## src/rtl/universal_reg.sv

```systemverilog
// Parametrised N-bit register with synchronous reset, enable, parallel load,
// shift, rotate and up/down count modes, plus a registered carry/serial-out bit.
module universal_reg #(
    parameter int unsigned          WIDTH       = 8,
    parameter logic [WIDTH-1:0]     RESET_VALUE = '0
) (
    input  logic             clk,
    input  logic             reset,
    input  logic             en,
    input  logic [2:0]       mode,
    input  logic [WIDTH-1:0] d,
    input  logic             sl_in,
    input  logic             sr_in,
    output logic [WIDTH-1:0] q,
    output logic [WIDTH-1:0] q_bar,
    output logic             cout,
    output logic             zero
);

    typedef enum logic [2:0] {
        M_HOLD = 3'b000,
        M_LOAD = 3'b001,
        M_SHL  = 3'b010,
        M_SHR  = 3'b011,
        M_ROL  = 3'b100,
        M_ROR  = 3'b101,
        M_INC  = 3'b110,
        M_DEC  = 3'b111
    } mode_e;

    logic [WIDTH-1:0] q_q, q_d;
    logic             cout_q, cout_d;
    logic [WIDTH:0]   inc_sum;

    assign inc_sum = {1'b0, q_q} + (WIDTH+1)'(1);

    always_comb begin
        q_d    = q_q;
        cout_d = 1'b0;
        case (mode)
            M_HOLD: begin
                q_d    = q_q;
                cout_d = 1'b0;
            end
            M_LOAD: begin
                q_d    = d;
                cout_d = 1'b0;
            end
            M_SHL: begin
                q_d    = {q_q[WIDTH-2:0], sl_in};
                cout_d = q_q[WIDTH-1];
            end
            M_SHR: begin
                q_d    = {sr_in, q_q[WIDTH-1:1]};
                cout_d = q_q[0];
            end
            M_ROL: begin
                q_d    = {q_q[WIDTH-2:0], q_q[WIDTH-1]};
                cout_d = q_q[WIDTH-1];
            end
            M_ROR: begin
                q_d    = {q_q[0], q_q[WIDTH-1:1]};
                cout_d = q_q[0];
            end
            M_INC: begin
                q_d    = inc_sum[WIDTH-1:0];
                cout_d = inc_sum[WIDTH];
            end
            M_DEC: begin
                q_d    = q_q - WIDTH'(1);
                cout_d = (q_q == '0);
            end
            default: begin
                q_d    = q_q;
                cout_d = 1'b0;
            end
        endcase
    end

    // en gates the update so an unknown mode while disabled never reaches state
    always_ff @(posedge clk) begin
        if (reset) begin
            q_q    <= RESET_VALUE;
            cout_q <= 1'b0;
        end else if (en) begin
            q_q    <= q_d;
            cout_q <= cout_d;
        end
    end

    assign q     = q_q;
    assign cout  = cout_q;
    assign q_bar = ~q_q;
    assign zero  = (q_q == '0);

endmodule

```

## config.mk

```make
export PLATFORM = sky130hd
export DESIGN_NAME = universal_reg
export DESIGN_NICKNAME = d
export VERILOG_FILES = /design/src/rtl/universal_reg.sv
export SDC_FILE = /design/constraint.sdc
export NUM_CORES = 1
export LEC_CHECK = 0
export ABC_AREA = 1
export CAP_MARGIN = 20
export CORE_UTILIZATION = 40
export DETAILED_ROUTE_END_ITERATION = 12
export PLACE_DENSITY = 0.7
export SLEW_MARGIN = 20
export SYNTH_ARGS = -nofsm -noshare
export SYNTH_HDL_FRONTEND = slang
export SYNTH_SLANG_ARGS = --single-unit
```

## constraint.sdc

```tcl
create_clock -name clk -period 1.9 [get_ports clk]
set_input_delay 0.38 -clock clk [delete_from_list [all_inputs] [get_ports clk]]
set_output_delay 0.38 -clock clk [all_outputs]
set_load 0.005 [all_outputs]
```

==> results.py <==
metrics = {
    "critical_path": {
        "slowest_delay_ns": 0.55,
        "crit_start": "q[7]",
        "crit_chain": "inv_1, clkdlybuf4s50_1",
        "worst_ep_required_time_ns": 1.52,
        "startpoint_type": "flop",
        "reg2reg_slack_ns": 0.22,
        "path_delay_family": "buffers and inverters",
        "path_depth": 2,
        "arrival_ns": 1.38,
        "slowest_stage": "clkdlybuf4s50_1",
        "reg2reg_to": "q[2]",
        "cp_num_buf_inv": 2,
        "r2r_start": "q[0]",
        "cp_max_fo": 6,
        "crit_end": "q_bar[7]",
        "crit_path_end_kind": "output pin",
        "reg2reg_depth": 10,
        "crit_type": "flop to output pin",
    },
    "cts": {
        "htree_levels": 1,
        "root_buffer": "clkbuf_4",
        "path_clk_slew_ns": 0.07,
        "cts_tree": "built",
        "cts.sinks": 9,
        "clk-insertion-delay-late_ns": 0.27,
        "numCtsBuffers": 3,
        "postCtsHoldBufs": 0,
        "cts_max_path_buffers": 2,
    },
    "final_layout": {
        "multi_input_area_um2": 828,
        "layout-drive-gt1-share": 0.194,
        "fin_area_um2": 1660,
        "fill_cells": 241,
        "diodes": 0,
        "finalCoreUtilization": 0.648,
        "area_growth_pct": 47.1,
        "register_area_um2": 180,
        "layout.nets": 268,
    },
    "logic_synthesis": {
        "synth_area_leaders": "nand2_1 18%, dfxtp_1 16%, nand3_1 11%",
        "synth_top_area_cell": "nand2_1",
        "synth_top_area_frac": 0.183,
        "ys_seq_elements": 9,
        "netlist_area_um2": 1130,
        "synth_cell_types": 30,
        "yosysWarnings": 0,
        "yosysSeqAreaShare": 0.159,
        "synth_area_per_cell_um2": 5.71,
        "postSynthCellCount": 198,
        "syn_nets": 217,
    },
    "place": {
        "dp_hpwl_mm": 3.01,
        "numPortBuffers": 33,
        "gp_congestion": 0.941,
        "post_dp_cell_area_um2": 1600,
        "place_ws_ns": -0.0503,
    },
    "global_route": {
        "grt_usage": 0.277,
        "grt_pass1_vias": 1305,
        "overflow": 0,
        "grt_pass1_wl_mm": 5.84,
        "antenna_found_initial": 0,
        "grt_max_degree": 12,
    },
    "pwr": {
        "internal-power_mw": 0.469,
        "cellLeakagePower_nw": 0.747,
        "pwr-share-clk": 0.207,
        "combPwrFrac": 0.512,
        "p_sw_frac": 0.380,
        "netSwitchingPower_mw": 0.288,
        "seqPwrFrac": 0.281,
        "peakVddDrop_uv": 405,
        "power_density_nw_per_um2": 454,
    },
    "min_path": {
        "min_path_type": "flop to flop",
    },
    "routing": {
        "detail_route.wl_per_cell_um": 13.8,
        "wirelength_mm": 3.82,
        "drt_first_iter_violations": 59,
        "first_pass_iters": 4,
        "final_antenna_net_count": 0,
        "drc": 0,
        "vias_per_cell": 5.47,
        "dr_total_vias": 1520,
    },
    "floorplanning": {
        "dieArea_um2": 3040,
        "die-height_um": 55.2,
        "die_w_um": 55.2,
        "fp-row-count": 18,
        "top_level_ports": 34,
        "coreArea_um2": 2570,
        "start_util": 0.441,
    },
    "timing": {
        "setup_viol": 0,
        "finClkSkew_ns": 0.00190,
        "worst-slew-pin-transition_ns": 0.379,
        "period_needed_ns": 1.76,
        "layout_worst_path_cycle_share": 0.926,
        "rsz0062_at_grt": "false",
        "fin_ws_ns": 0.141,
        "slew_headroom": 0.746,
        "finalHoldViolations": 0,
        "slew_viol_final": 0,
        "hold_ws_ns": 0.475,
        "fmax_ghz": 0.568,
    },
    "status": {
        "status": "finished clean",
    },
    "run": {
        "maxCapViolCount": 0,
    },
}
## cell usage after synthesis, drive strengths merged
library cell,number
nor2,32
o2111ai,1
and3,1
a21oi,12
a41oi,1
dfxtp,9
o211ai,1
ha,3
inv,19
or2,1
o21a,1
o21ai,18
nand4,5
nand3,27
nor3,2
buf,8
nand2,57
## cells by family after synthesis
group	count (synthesis)	share of synthesized area
AND/OR/NAND/NOR	125	0.506
buffers and inverters	27	0.117
adder cells (fa/ha/maj)	3	0.0332
flip-flops	9	0.159
AO/OA/AOI/OAI	34	0.185
## metrics by stage
step / std cells / setup TNS, ns / power (mW)
detailed placement: 271 / -0.0503 / 0.587
global route: 278 / 0 / 0.811
floorplan: 198 / 0 / 0.416
finish: 278 / 0 / 0.756
CTS: 278 / 0 / 0.752
global placement: 271 / -0.0379 / 0.585
## what timing repair did
| item | in CTS | in global routing |
|---|---|---|
| resized for setup | 3 | 3 |
| setup endpoints to repair | 1 | 1 |
| buffers inserted | 3 | 0 |
| gates cloned | 0 | 0 |
| pin swaps | 1 | 1 |
## flip-flops by register name, indices dropped and copies added, names as in the netlist
signal	flops
q	8
cout	1
## cell type report
cell class | instances | share of cell area
Multi-Input combinational cell | 162 | 0.498
Tap cell | 30 | 0.0226
Sequential cell | 9 | 0.108
Inverter | 19 | 0.0459
Timing Repair Buffer | 54 | 0.310
Clock buffer | 4 | 0.0158
## worst register-to-register path: cells and delay by family (launching register included)
kind                       cells  cell delay, ns
AOI/OAI and AO/OA              1            0.17
buffers and inverters          4            0.32
adders and majority gates      1            0.24
and+or+nand+nor                4            0.53
DFF                            1            0.34
## power groups by stage
stage,clock [mW],combinational (mW),sequential (mW)
after floorplan,0,0.197,0.220
after global placement,0,0.369,0.216
after detailed placement,0,0.371,0.216
after CTS,0.157,0.382,0.213
after global routing,0.173,0.424,0.214
final,0.156,0.387,0.212
## routing by layer
| layer | up-vias | share of wire | track usage |
|---|---|---|---|
| li1 | 755 | - | - |
| met1 | 672 | 0.39 | 0.319 |
| met2 | 83 | 0.49 | 0.494 |
| met3 | 10 | 0.088 | 0.0519 |
| met4 | 0 | 0.037 | 0.117 |
| met5 | - | 0 | 0 |
## cells in the final DEF (no fill, tap or decap), drive strengths merged
master and instances:
dlymetal6s2s 1, nor3 2, inv 19, ha 3
dfxtp 9, o21ai 18, clkdlybuf4s50 32, nand2 57
and3 1, a41oi 1, a21oi 12, o2111ai 1
buf 21, nand4 5, o21a 1, o211ai 1
clkbuf 4, nand3 27, nor2 32, or2 1
## how the worst min path moves through the flow
stage / start / endpoint / slack (ns) / cells after the start
floorplan: cout / cout / 0.46 / 2
global placement: cout / cout / 0.45 / 2
detailed placement: cout / cout / 0.47 / 2
CTS: cout / cout / 0.48 / 2
global route: cout / cout / 0.51 / 2
finish: cout / cout / 0.47 / 2
(Power assumes the default switching activity.)
